`src/rtl/sequential_divider.sv`:
```
// ---------------------------------------------------------------------------
// sequential_divider
//
// Iterative restoring divider. Divides an unsigned N-bit dividend by an
// unsigned N-bit divisor, producing one quotient bit per clock, so a division
// takes N cycles. A zero divisor is flagged on div_by_zero rather than
// trapped. The datapath still produces quotient = all ones and
// remainder = dividend in that case.
//
// Handshake: a request is start=1 sampled on a rising edge while busy=0.
// That edge captures dividend/divisor and drops ready. The result registers
// (quotient, remainder, div_by_zero) change only on the completion edge, which
// also raises ready. ready then holds until the next accepted start or reset.
// start is ignored while busy=1. busy and ready are never high together.
//
// Parameters:
//   N            operand width in bits (N >= 2)
//
// Ports:
//   clk          rising-edge clock
//   rst          synchronous active-high reset, priority over start
//   start        division request, sampled only while busy=0
//   busy         division in progress
//   ready        result valid
//   dividend     unsigned dividend, captured on the accepting edge
//   divisor      unsigned divisor, captured on the accepting edge
//   quotient     unsigned quotient of the last completed division
//   remainder    unsigned remainder of the last completed division
//   div_by_zero  last completed division had divisor = 0
//
// Build option:
//   DIVIDER_DBZ_SHORTCUT_EN  when defined, a start with divisor = 0 completes
//                            on the accepting edge. It never enters RUN.
// ---------------------------------------------------------------------------
module sequential_divider #(
    parameter int N = 4
) (
    input  logic         clk,
    input  logic         rst,
    input  logic         start,
    output logic         busy,
    output logic         ready,
    input  logic [N-1:0] dividend,
    input  logic [N-1:0] divisor,
    output logic [N-1:0] quotient,
    output logic [N-1:0] remainder,
    output logic         div_by_zero
);

    localparam int CW = $clog2(N) + 1;

    typedef enum logic {
        IDLE = 1'b0,
        RUN  = 1'b1
    } state_t;

    state_t         state;
    state_t         state_next;
    logic           accept;
    logic           finish;
    logic           divisor_zero;

    logic [N-1:0]   sreg;        // dividend shifts out the top, quotient bits enter the bottom
    logic [N-1:0]   dsr;         // divisor holding register
    logic [N-1:0]   r;           // partial remainder; always < divisor, so N bits hold it
    logic [N:0]     r_shift;
    logic [N-1:0]   r_next;
    logic           q_bit;
    logic [N-1:0]   sreg_next;
    logic [CW-1:0]  cnt;
    logic           dbz_pend;
    logic           last_iter;

    assign divisor_zero = (divisor == '0);
    assign last_iter    = (cnt == CW'(N - 1));
    assign busy         = (state == RUN);

    // -----------------------------------------------------------------------
    // Control FSM
    // -----------------------------------------------------------------------
    always_ff @(posedge clk) begin
        if (rst) begin
            state <= IDLE;
        end else begin
            state <= state_next;
        end
    end

    always_comb begin
        state_next = state;
        accept     = 1'b0;
        finish     = 1'b0;
        case (state)
            IDLE: begin
                if (start) begin
                    accept = 1'b1;
`ifdef DIVIDER_DBZ_SHORTCUT_EN
                    // A zero divisor is resolved on the accepting edge.
                    if (!divisor_zero) begin
                        state_next = RUN;
                    end
`else
                    state_next = RUN;
`endif
                end
            end
            RUN: begin
                if (last_iter) begin
                    finish     = 1'b1;
                    state_next = IDLE;
                end
            end
            default: state_next = IDLE;
        endcase
    end

    // -----------------------------------------------------------------------
    // One restoring step. The shifted value needs N+1 bits for the compare.
    // When it is >= divisor, the difference is < divisor and fits in N bits.
    // The low-N-bit subtract is therefore exact.
    // -----------------------------------------------------------------------
    always_comb begin
        r_shift = {r, sreg[N-1]};
        if (r_shift >= {1'b0, dsr}) begin
            q_bit  = 1'b1;
            r_next = r_shift[N-1:0] - dsr;
        end else begin
            q_bit  = 1'b0;
            r_next = r_shift[N-1:0];
        end
        sreg_next = {sreg[N-2:0], q_bit};
    end

    // -----------------------------------------------------------------------
    // Datapath and result registers
    // -----------------------------------------------------------------------
    always_ff @(posedge clk) begin
        if (rst) begin
            ready       <= 1'b0;
            quotient    <= '0;
            remainder   <= '0;
            div_by_zero <= 1'b0;
            sreg        <= '0;
            dsr         <= '0;
            r           <= '0;
            cnt         <= '0;
            dbz_pend    <= 1'b0;
        end else if (accept) begin
            sreg     <= dividend;
            dsr      <= divisor;
            r        <= '0;
            cnt      <= '0;
            dbz_pend <= divisor_zero;
            ready    <= 1'b0;
`ifdef DIVIDER_DBZ_SHORTCUT_EN
            if (divisor_zero) begin
                quotient    <= '1;
                remainder   <= dividend;
                div_by_zero <= 1'b1;
                ready       <= 1'b1;
            end
`endif
        end else if (state == RUN) begin
            sreg <= sreg_next;
            r    <= r_next;
            cnt  <= cnt + 1'b1;
            if (finish) begin
                quotient    <= sreg_next;
                remainder   <= r_next;
                div_by_zero <= dbz_pend;
                ready       <= 1'b1;
            end
        end
    end

endmodule

```
`config.mk`:
```
export PLATFORM = sky130hd
export DESIGN_NAME = sequential_divider
export DESIGN_NICKNAME = d
export VERILOG_FILES = /design/src/rtl/sequential_divider.sv
export SDC_FILE = /design/constraint.sdc
export NUM_CORES = 1
export LEC_CHECK = 0
export CORE_MARGIN = 1.5
export CORE_UTILIZATION = 56
export CTS_CLUSTER_SIZE = 12
export DETAILED_ROUTE_END_ITERATION = 16
export PLACE_DENSITY = 0.83
export SKIP_CTS_REPAIR_TIMING = 1
export SYNTH_ARGS = -nofsm -noshare
export SYNTH_HDL_FRONTEND = slang
export SYNTH_SLANG_ARGS = --single-unit
```
`constraint.sdc`:
```
create_clock -name clk -period 3.2 [get_ports clk]
set_clock_uncertainty 0.1 [all_clocks]
set_input_delay 0.64 -clock clk [delete_from_list [all_inputs] [get_ports clk]]
set_output_delay 0.64 -clock clk [all_outputs]
set_load 0.01 [all_outputs]
```
==> key figures, run 1 <==
Run status
  – Status: finished, final reports clean

Cells and area
  – Area Overhead vs Synth: 16.7%
  – Post-layout util: 69.5%
  – Proportion of layout cells with a drive suffix above 1: 5.85%
  – Filler cells: 201
  – Antenna cell count: 0
  – Multi-input combinational cell area: 698 um2
  – Storage cell area: 541 um2
  – Total Nets Final: 190

Power and ir drop
  – Leak: 0.000563 uW
  – Sequential power share: 53.5%
  – Net Switching: 224 uW
  – Pwr dens: 444 nW/um2
  – Switching Fraction: 32.4%
  – Peak VDD IR: 0.334 mV
  – Int Pwr: 466 uW
  – Clock network power share: 23.0%
  – Comb pwr share: 23.5%

Place
  – I/O Buffers: 21
  – Detailed placer's ending HPWL: 1.90 mm
  – GPL Wtd Cong: 0.821

Timing
  – Fmax: 0.394 GHz
  – Slew Viols, Final: 0
  – Setup violators final: 0
  – Final TNS setup: 0 ns
  – Final Critical Period: 2.54 ns
  – Final period utilization: 79.3%
  – Max transition margin: 55.6%
  – Tightest Pin Transition: 0.665 ns
  – Hold Vio Cnt, Final: 0
  – RSZ-0062 raised after global routing: no

Clocking
  – CTS tree: done
  – Root buffer cell: clkbuf_4
  – Total clock buffers created by CTS: 3
  – Clk buf depth: 2
  – Clock-pin slew on the worst setup and hold paths: 0.16 ns
  – Sink Count: 27
  – CTS H-Tree Depth: 1
  – Clk_lat worst skew: 0.35 ns

Critical path
  – WS Path Type: reg2out
  – WP data required: 2.46 ns
  – Worst path arrival time: 1.80 ns
  – Buf/Inv on CP: 1
  – Crit path from: busy
  – CP Launch Type: flop
  – Worst path top cell family by delay: flip-flops
  – CP peak stage delay: 0.78 ns
  – Slowest CP cell: dfxtp_1
  – CP max FO: 22
  – Critical path cell sequence: clkdlybuf4s50_1
  – FF-to-FF Start: busy
  – Worst setup EP type: output port

GRT
  – Largest net degree at the start of global routing: 23
  – GRT Total Usage: 22.5%
  – Vias in the first global route: 1001
  – First-pass GRT wire length: 4.47 mm
  – Overflow after GRT: 0
  – Initial antenna violation count: 0

Synth
  – Syn Nets: 173
  – Ys flop type: dfxtp_1
  – Register area share after synthesis: 40.6%
  – Count of different cell masters after synthesis: 37
  – Post-Syn Area per Cell: 8.58 um2
  – Synthesized area: 1330 um2
  – #FFs+latches synth: 27
  – Synth warn: 0
  – EDFF count, synth: 0
  – Syn Inst Count: 155
  – Async set-or-reset flop fraction in the synthesized netlist: 0%

Die
  – Die Y: 51.7 um
  – Die ar.: 2680 um2
  – DIE WIDTH: 51.7 um
  – Core Box Area: 2230 um2
  – I/O pins: 22
  – Initial Util: 59.6%
  – Rows: 17

Detailed routing
  – Drt drc: 0
  – ANT nets after route: 0
  – DR vias/cell: 5.69
  – Routed via count: 1132
  – Final wirelength: 2.67 mm
  – Avg WL per Cell: 13.4 um
  – First-pass DRT Iterations: 4
  – DRT iter0 DRCs: 22

Worst hold path
  – Hold WC Path Type: reg2reg
  – Worst hold start: quotient[2]

Flow run
  – Max Cap Viol: 0
[flip-flops by register name (all words and copies together), names as in the netlist]
signal / count
busy: 1
cnt: 3
dbz_pend: 1
div_by_zero: 1
dsr: 4
quotient: 4
r: 4
ready: 1
remainder: 4
sreg: 4
[per-layer routing]
metal  track usage (%)  wire [um]  vias up
li1                  -          -      571
met1              29.1       1270      517
met2              35.7       1200       39
met3              2.87        146        5
met4              13.6         55        0
met5                 0          0        -
[through the flow]
stage / power, uW / instance area [um2] / std cells / setup slack [ns] / hold WS (ns)
2_1_floorplan: 510 / 1330 / 155 / 1.55 / 0.331
3_3_place_gp: 527 / 1520 / 195 / 0.750 / 0.342
3_5_place_dp: 532 / 1520 / 195 / 0.632 / 0.358
4_1_cts: 687 / 1550 / 199 / 0.666 / 0.378
5_1_grt: 720 / 1550 / 199 / 0.594 / 0.396
6_report: 690 / 1550 / 199 / 0.664 / 0.376
[final timing paths]
kind | to | slack, ns | cells after the start
worst min-delay path | quotient[2] | 0.38 | 2
worst max-delay path | busy | 0.66 | 1
worst max register to register | remainder[0] | 1.17 | 3
worst min register to register | quotient[2] | 0.38 | 2
[cells in the mapped netlist, types with 4 or more instances]
library cell | number | share of area [%]
dfxtp_1 | 27 | 41
nand2b_1 | 4 | 1.9
mux2i_1 | 6 | 4.5
o21ai_0 | 5 | 1.9
inv_1 | 8 | 2.3
nor2_1 | 26 | 7.3
ha_1 | 6 | 5.6
or3_1 | 4 | 1.9
nand2_1 | 10 | 2.8
a21oi_1 | 14 | 5.3
buf_2 | 4 | 1.5
[power by group through the flow]
| stage | clock, uW | combinational [uW] | sequential (uW) |
|---|---|---|---|
| after floorplan | 0 | 143 | 368 |
| after global placement | 0 | 152 | 375 |
| after detailed placement | 0 | 157 | 375 |
| after CTS | 159 | 160 | 368 |
| after global routing | 168 | 181 | 371 |
| final | 159 | 162 | 369 |
[final cells by class]
type	count	area share [%]
Clock buffer	3	1.45
Tap cell	28	2.26
Clock inverter	1	0.484
Multi-Input combinational cell	110	45.0
Timing Repair Buffer	22	14.0
Sequential cell	27	34.8
Inverter	8	1.94
[placed cells by master (no fill, tap or decap)]
cell type / n
a21oi_1: 14
or3_1: 4
nand4_1: 1
mux2i_1: 6
a32o_1: 2
clkbuf_4: 3
xor2_1: 1
nand3b_1: 3
nor3b_1: 1
or2_4: 1
o211a_1: 1
inv_1: 8
nand2b_1: 4
nand2_2: 1
a211oi_1: 3
nor2_4: 1
nand2_1: 10
nor2_1: 26
o31a_1: 1
buf_4: 1
o41ai_1: 2
o21ai_0: 5
nor4_1: 3
nor4_2: 1
fa_1: 1
o211ai_1: 2
a21o_1: 1
a21oi_2: 1
dfxtp_1: 27
nor2b_1: 2
o32ai_1: 1
o21ai_1: 1
a311oi_1: 1
ha_1: 6
nor3_1: 3
clkinvlp_4: 1
clkdlybuf4s50_1: 21
[logic make-up after synthesis]
group,count (synthesis),share of synthesized area [%]
AO/OA/AOI/OAI,35,17.1
XOR/XNOR,1,0.659
adder cells (fa/ha/maj),7,7.15
buffers and inverters,18,6.87
flip-flops,27,40.6
multiplexers,6,4.52
AND/OR/NAND/NOR,61,23.0
(Power assumes the default switching activity.)
==> run 2: changes to the inputs <==
- CORE_UTILIZATION: 56 -> 52
- PLACE_DENSITY: 0.83 -> 0.78
- clock period: 3.2 -> 2.55 ns (I/O delays scaled with it)
==> run 2 against run 1 <==
Against the previous run:
- cell count grew 2.5%
- largest cell class unchanged
- critical endpoint unchanged
- die area is 7.2% higher
- setup slack got worse by 0.25 ns
- critical path depth unchanged
- design area rose by 1.6%
- power increased by 25%
==> key figures, run 2 (same netlist as run 1, synthesis figures left out) <==
Run status
  – Status: finished, final reports clean

Die
  – Initial Util: 54.2% (-5.4 points)
  – Die Y: 53.6 um (+3.6%)
  – Core Box Area: 2450 um2 (+9.9%)
  – Die ar.: 2870 um2 (+7.2%)
  – Rows: 18 (+1)
  – I/O pins: 22 (unchanged)
  – DIE WIDTH: 53.6 um (+3.6%)

GRT
  – Initial antenna violation count: 0 (unchanged)
  – First-pass GRT wire length: 4.35 mm (-2.8%)
  – Overflow after GRT: 0 (unchanged)
  – GRT Total Usage: 20.7% (-1.8 points)
  – Largest net degree at the start of global routing: 17 (-26%)
  – Vias in the first global route: 1024 (+2.3%)

Detailed routing
  – DRT iter0 DRCs: 22 (unchanged)
  – DR vias/cell: 5.67 (-0.38%)
  – Avg WL per Cell: 13.3 um (-1.1%)
  – Routed via count: 1156 (+2.1%)
  – Drt drc: 0 (unchanged)
  – Final wirelength: 2.71 mm (+1.4%)
  – ANT nets after route: 0 (unchanged)
  – First-pass DRT Iterations: 4 (unchanged)

Clocking
  – Total clock buffers created by CTS: 3 (unchanged)
  – Clk_lat worst skew: 0.32 ns (-0.03 ns)
  – CTS tree: done
  – Sink Count: 27 (unchanged)
  – Root buffer cell: clkbuf_4
  – Clock-pin slew on the worst setup and hold paths: 0.15 ns (about the same)
  – CTS H-Tree Depth: 1 (unchanged)
  – Clk buf depth: 2 (unchanged)

Power and ir drop
  – Peak VDD IR: 0.449 mV (+34%)
  – Comb pwr share: 24.6% (+1.1 points)
  – Switching Fraction: 32.0% (-0.45 points)
  – Int Pwr: 588 uW (+26%)
  – Clock network power share: 22.2% (-0.8 points)
  – Net Switching: 276 uW (+24%)
  – Pwr dens: 548 nW/um2 (+23%)
  – Leak: 0.000578 uW (+2.6%)
  – Sequential power share: 53.2% (-0.3 points)

Timing
  – Min Hold Slack: 0.370 ns (-0.00513 ns)
  – Final Critical Period: 2.14 ns
  – Fmax: 0.468 GHz
  – Final period utilization: 83.8%
  – RSZ-0062 raised after global routing: no
  – Slew Viols, Final: 0 (unchanged)
  – Final TNS setup: 0 ns (unchanged)
  – Max transition margin: 58.6% (+3.0 points)
  – Hold Vio Cnt, Final: 0 (unchanged)
  – Tightest Pin Transition: 0.620 ns (-0.0453 ns)
  – Setup violators final: 0 (unchanged)

Cells and area
  – Area Overhead vs Synth: 18.5%
  – Most frequent cells in the layout: 27 x dfxtp_1, 26 x nor2_1, 21 x clkdlybuf4s50_1
  – Multi-input combinational cell area: 698 um2 (unchanged)
  – Proportion of layout cells with a drive suffix above 1: 7.47% (+1.6 points)
  – Total Nets Final: 193 (+1.6%)
  – Filler cells: 221 (+10%)
  – Antenna cell count: 0 (unchanged)
  – Fin cells: 204 (+2.5%)
  – Post-route cell area: 1580 um2 (+1.6%)
  – Storage cell area: 541 um2 (unchanged)
  – Commonest non-fill, non-tap cell in the layout: dfxtp_1
  – Post-layout util: 64.2% (-5.2 points)

Critical path
  – CP max FO: 12 (-45%)
  – Slowest CP cell: clkdlybuf4s50_1
  – CP Launch Type: flop
  – Worst path arrival time: 1.53 ns (-0.27 ns)
  – WS Path Type: reg2out
  – Worst setup EP type: output port
  – Buf/Inv on CP: 1 (unchanged)
  – CP peak stage delay: 0.61 ns (-0.17 ns)
  – Critical path cell sequence: clkdlybuf4s50_1
  – Worst path top cell family by delay: buffers and inverters
  – WP data required: 1.94 ns (-0.52 ns)

Place
  – Detailed placer's ending HPWL: 2.04 mm (+6.9%)
  – GPL Wtd Cong: 0.899 (+9.6%)
  – I/O Buffers: 21 (unchanged)
  – Area after DPL: 1550 um2 (+1.6%)
  – Post-Place Cells: 200 (+2.6%)

Worst hold path
  – Hold WC Path Type: reg2reg

Flow run
  – Max Cap Viol: 0 (unchanged)
-- run 2: path summary, 6_finish.rpt --
kind / slack (ns) / to / startpoint / cells past startpoint
max: 0.41 / busy / busy / 1
min: 0.37 / quotient[2] / quotient[2] / 2
max reg2reg: 0.58 / r[1] / dsr[1] / 6
min reg2reg: 0.37 / quotient[2] / quotient[2] / 2
-- run 2: power groups by stage --
stage / clock [uW] / combinational (uW) / sequential (uW)
4_1_cts: 193 / 210 / 460
3_3_place_gp: 0 / 201 / 467
2_1_floorplan: 0 / 179 / 462
3_5_place_dp: 0 / 208 / 469
5_1_grt: 217 / 235 / 463
6_report: 191 / 213 / 460
-- run 2: layout make-up --
| class | count | area share, % |
|---|---|---|
| inverters | 8 | 1.90 |
| clock inverters | 1 | 0.476 |
| flip-flops and latches | 27 | 34.3 |
| well taps | 30 | 2.38 |
| clock buffers | 3 | 1.43 |
| multi-input cells | 110 | 44.3 |
| repair buffers | 25 | 15.2 |
-- run 2: per-stage QoR --
step | setup slack [ns] | power [uW]
global route | 0.310 | 914
finish | 0.414 | 864
detailed placement | 0.499 | 677
floorplan | 0.904 | 641
CTS | 0.413 | 864
global placement | 0.591 | 668
-- run 2: metal layers --
metal | track usage [%] | part of all wire (%)
met1 | 26.1 | 45
met2 | 34.8 | 49
met3 | 3.89 | 3.8
met4 | 8.12 | 1.8
met5 | 0 | 0
==> run 3: changes to the inputs <==
- clock period: 2.55 -> 2 ns (I/O delays scaled with it)
==> run 3 against run 2 <==
Against the previous run:
- register-to-register slack worse by 0.44 ns
- routed wire length is 2.3% lower
- count of clock-buffer cells in the layout stayed put
- global-route usage is 0.20 points higher
- design area is 2.0% higher
- utilization is 1.3 points higher
- via count stayed put
- clock power is 33% higher
- largest power group unchanged
- largest cell class unchanged
- cell count is 1.5% higher
- highest routed layer unchanged
==> key figures, run 3 (same netlist as run 1, synthesis figures left out) <==
Run status
  – Status: finished, final reports clean

Cells and area
  – Post-layout util: 65.5% (+1.3 points)
  – Proportion of layout cells with a drive suffix above 1: 9.60% (+2.1 points)
  – Most frequent cells in the layout: 26 x nor2_1, 26 x dfxtp_1, 21 x clkdlybuf4s50_1
  – Antenna cell count: 0 (unchanged)
  – Filler cells: 215 (-2.7%)
  – Total Nets Final: 196 (+1.6%)
  – Area Overhead vs Synth: 20.9%
  – Post-route cell area: 1610 um2 (+2.0%)

Power and ir drop
  – Int Pwr: 757 uW (+29%)
  – Switching Fraction: 32.4% (+0.42 points)
  – Peak VDD IR: 0.560 mV (+25%)
  – Leak: 0.000595 uW (+3.0%)
  – Net Switching: 363 uW (+31%)
  – Sequential power share: 52.2% (-1.0 points)
  – Comb pwr share: 25.1% (+0.5 points)
  – Clock network power share: 22.7% (+0.5 points)
  – Pwr dens: 696 nW/um2 (+27%)

Place
  – Setup WS pre-CTS: 0.124 ns (-0.375 ns)
  – I/O Buffers: 21 (unchanged)
  – GPL Wtd Cong: 0.859 (-4.5%)
  – Detailed placer's ending HPWL: 1.95 mm (-4.3%)
  – Area after DPL: 1570 um2 (+1.5%)

GRT
  – Overflow after GRT: 0 (unchanged)
  – Vias in the first global route: 993 (-3.0%)
  – Initial antenna violation count: 0 (unchanged)
  – GRT Total Usage: 20.9% (+0.20 points)
  – First-pass GRT wire length: 4.31 mm (-0.81%)
  – Largest net degree at the start of global routing: 17 (unchanged)

Die
  – I/O pins: 22 (unchanged)
  – Core Box Area: 2450 um2 (unchanged)
  – Rows: 18 (unchanged)
  – Initial Util: 54.2% (unchanged)
  – DIE WIDTH: 53.6 um (unchanged)
  – Die ar.: 2870 um2 (unchanged)
  – Die Y: 53.6 um (unchanged)

Critical path
  – CP Launch Type: flop
  – Buf/Inv on CP: 1 (unchanged)
  – Worst setup EP type: flop
  – Critical path cell sequence: inv_1 > ha_1 > nand4_1 > nand2_2 > or3_1 > a32o_1
  – Worst path arrival time: 2.02 ns (+0.49 ns)
  – CP peak stage delay: 0.39 ns (-0.22 ns)
  – WP data required: 2.15 ns (+0.21 ns)
  – Worst path top cell family by delay: simple AND/OR/NAND/NOR gates
  – Slowest CP cell: dfxtp_1
  – WS Path Type: reg2reg
  – CP max FO: 12 (unchanged)

Timing
  – Worst Slack Setup Final: 0.135 ns (-0.278 ns)
  – Final TNS setup: 0 ns (unchanged)
  – RSZ-0062 raised after global routing: no
  – Slew Viols, Final: 0 (unchanged)
  – Hold Vio Cnt, Final: 0 (unchanged)
  – Fmax: 0.536 GHz
  – Setup violators final: 0 (unchanged)
  – Min Hold Slack: 0.365 ns (-0.00551 ns)
  – Final Critical Period: 1.86 ns
  – Max transition margin: 71.3% (+13 points)
  – Final period utilization: 93.2%
  – Tightest Pin Transition: 0.427 ns (-0.193 ns)

Detailed routing
  – First-pass DRT Iterations: 4 (unchanged)
  – ANT nets after route: 0 (unchanged)
  – DRT iter0 DRCs: 29 (+32%)
  – DR vias/cell: 5.58 (-1.4%)
  – Avg WL per Cell: 12.8 um (-3.7%)
  – Drt drc: 0 (unchanged)
  – Final wirelength: 2.65 mm (-2.3%)
  – Routed via count: 1156 (unchanged)

Flow run
  – Max Cap Viol: 0 (unchanged)

Clocking
  – Sink Count: 27 (unchanged)
  – Clk buf depth: 2 (unchanged)
  – CTS H-Tree Depth: 1 (unchanged)
  – Root buffer cell: clkbuf_4
  – CTS tree: done
  – Clk_lat worst skew: 0.34 ns (+0.02 ns)
  – Clock-pin slew on the worst setup and hold paths: 0.16 ns (about the same)
  – Total clock buffers created by CTS: 3 (unchanged)

Worst hold path
  – Hold WC Path Type: reg2reg
[run 3: cell types whose count changed in the layout (fill, tap and decap cells not counted), sizes merged]
cell	previous run	this run
buf	4	7
[run 3: worst paths after layout]
check	from	endpoint	slack (ns)	cells past startpoint
max reg2reg	dsr[1]	r[0]	0.14	6
min reg2reg	quotient[1]	quotient[1]	0.36	2
min	quotient[1]	quotient[1]	0.36	2
max	dsr[1]	r[0]	0.14	6
[run 3: worst register-to-register path: cells and delay by family (launching register included)]
family / cells / cell delay [ns]
buf+inv: 1 / 0.09
compound gates: 1 / 0.26
simple gates: 3 / 0.64
flops: 1 / 0.39
fa+ha+maj: 1 / 0.31
[run 3: power by group through the flow]
stage / Sequential, uW / Combinational, uW / Clock [uW]
floorplan: 589 / 228 / 0
global placement: 595 / 266 / 0
detailed placement: 596 / 269 / 0
CTS: 584 / 270 / 262
global route: 588 / 312 / 276
finish: 585 / 281 / 254
[run 3: metal layers]
metal | vias up | wire length [um] | global-route usage (%)
met3 | 5 | 119 | 3.06
met5 | - | 0 | 0
met4 | 0 | 47 | 10.7
met2 | 26 | 1220 | 33.1
met1 | 541 | 1260 | 27.6
li1 | 584 | - | -
[run 3: area by class of cell]
cell class                 count  area (um2)  share of cell area, %
sequential                    27         542                   33.7
inverter                       8        30.0                   1.87
clock buffer                   3        22.5                   1.40
clock inverter                 1        7.51                  0.467
timing repair buffer          28         263                   16.3
multi-input combinational    110         706                   43.9
tap                           30        37.5                   2.33
[run 3: metrics by stage]
| step | instances | power, uW |
|---|---|---|
| 6_report | 207 | 1120 |
| 5_1_grt | 207 | 1180 |
| 4_1_cts | 207 | 1120 |
| 3_5_place_dp | 203 | 864 |
| 3_3_place_gp | 203 | 861 |
| 2_1_floorplan | 155 | 817 |
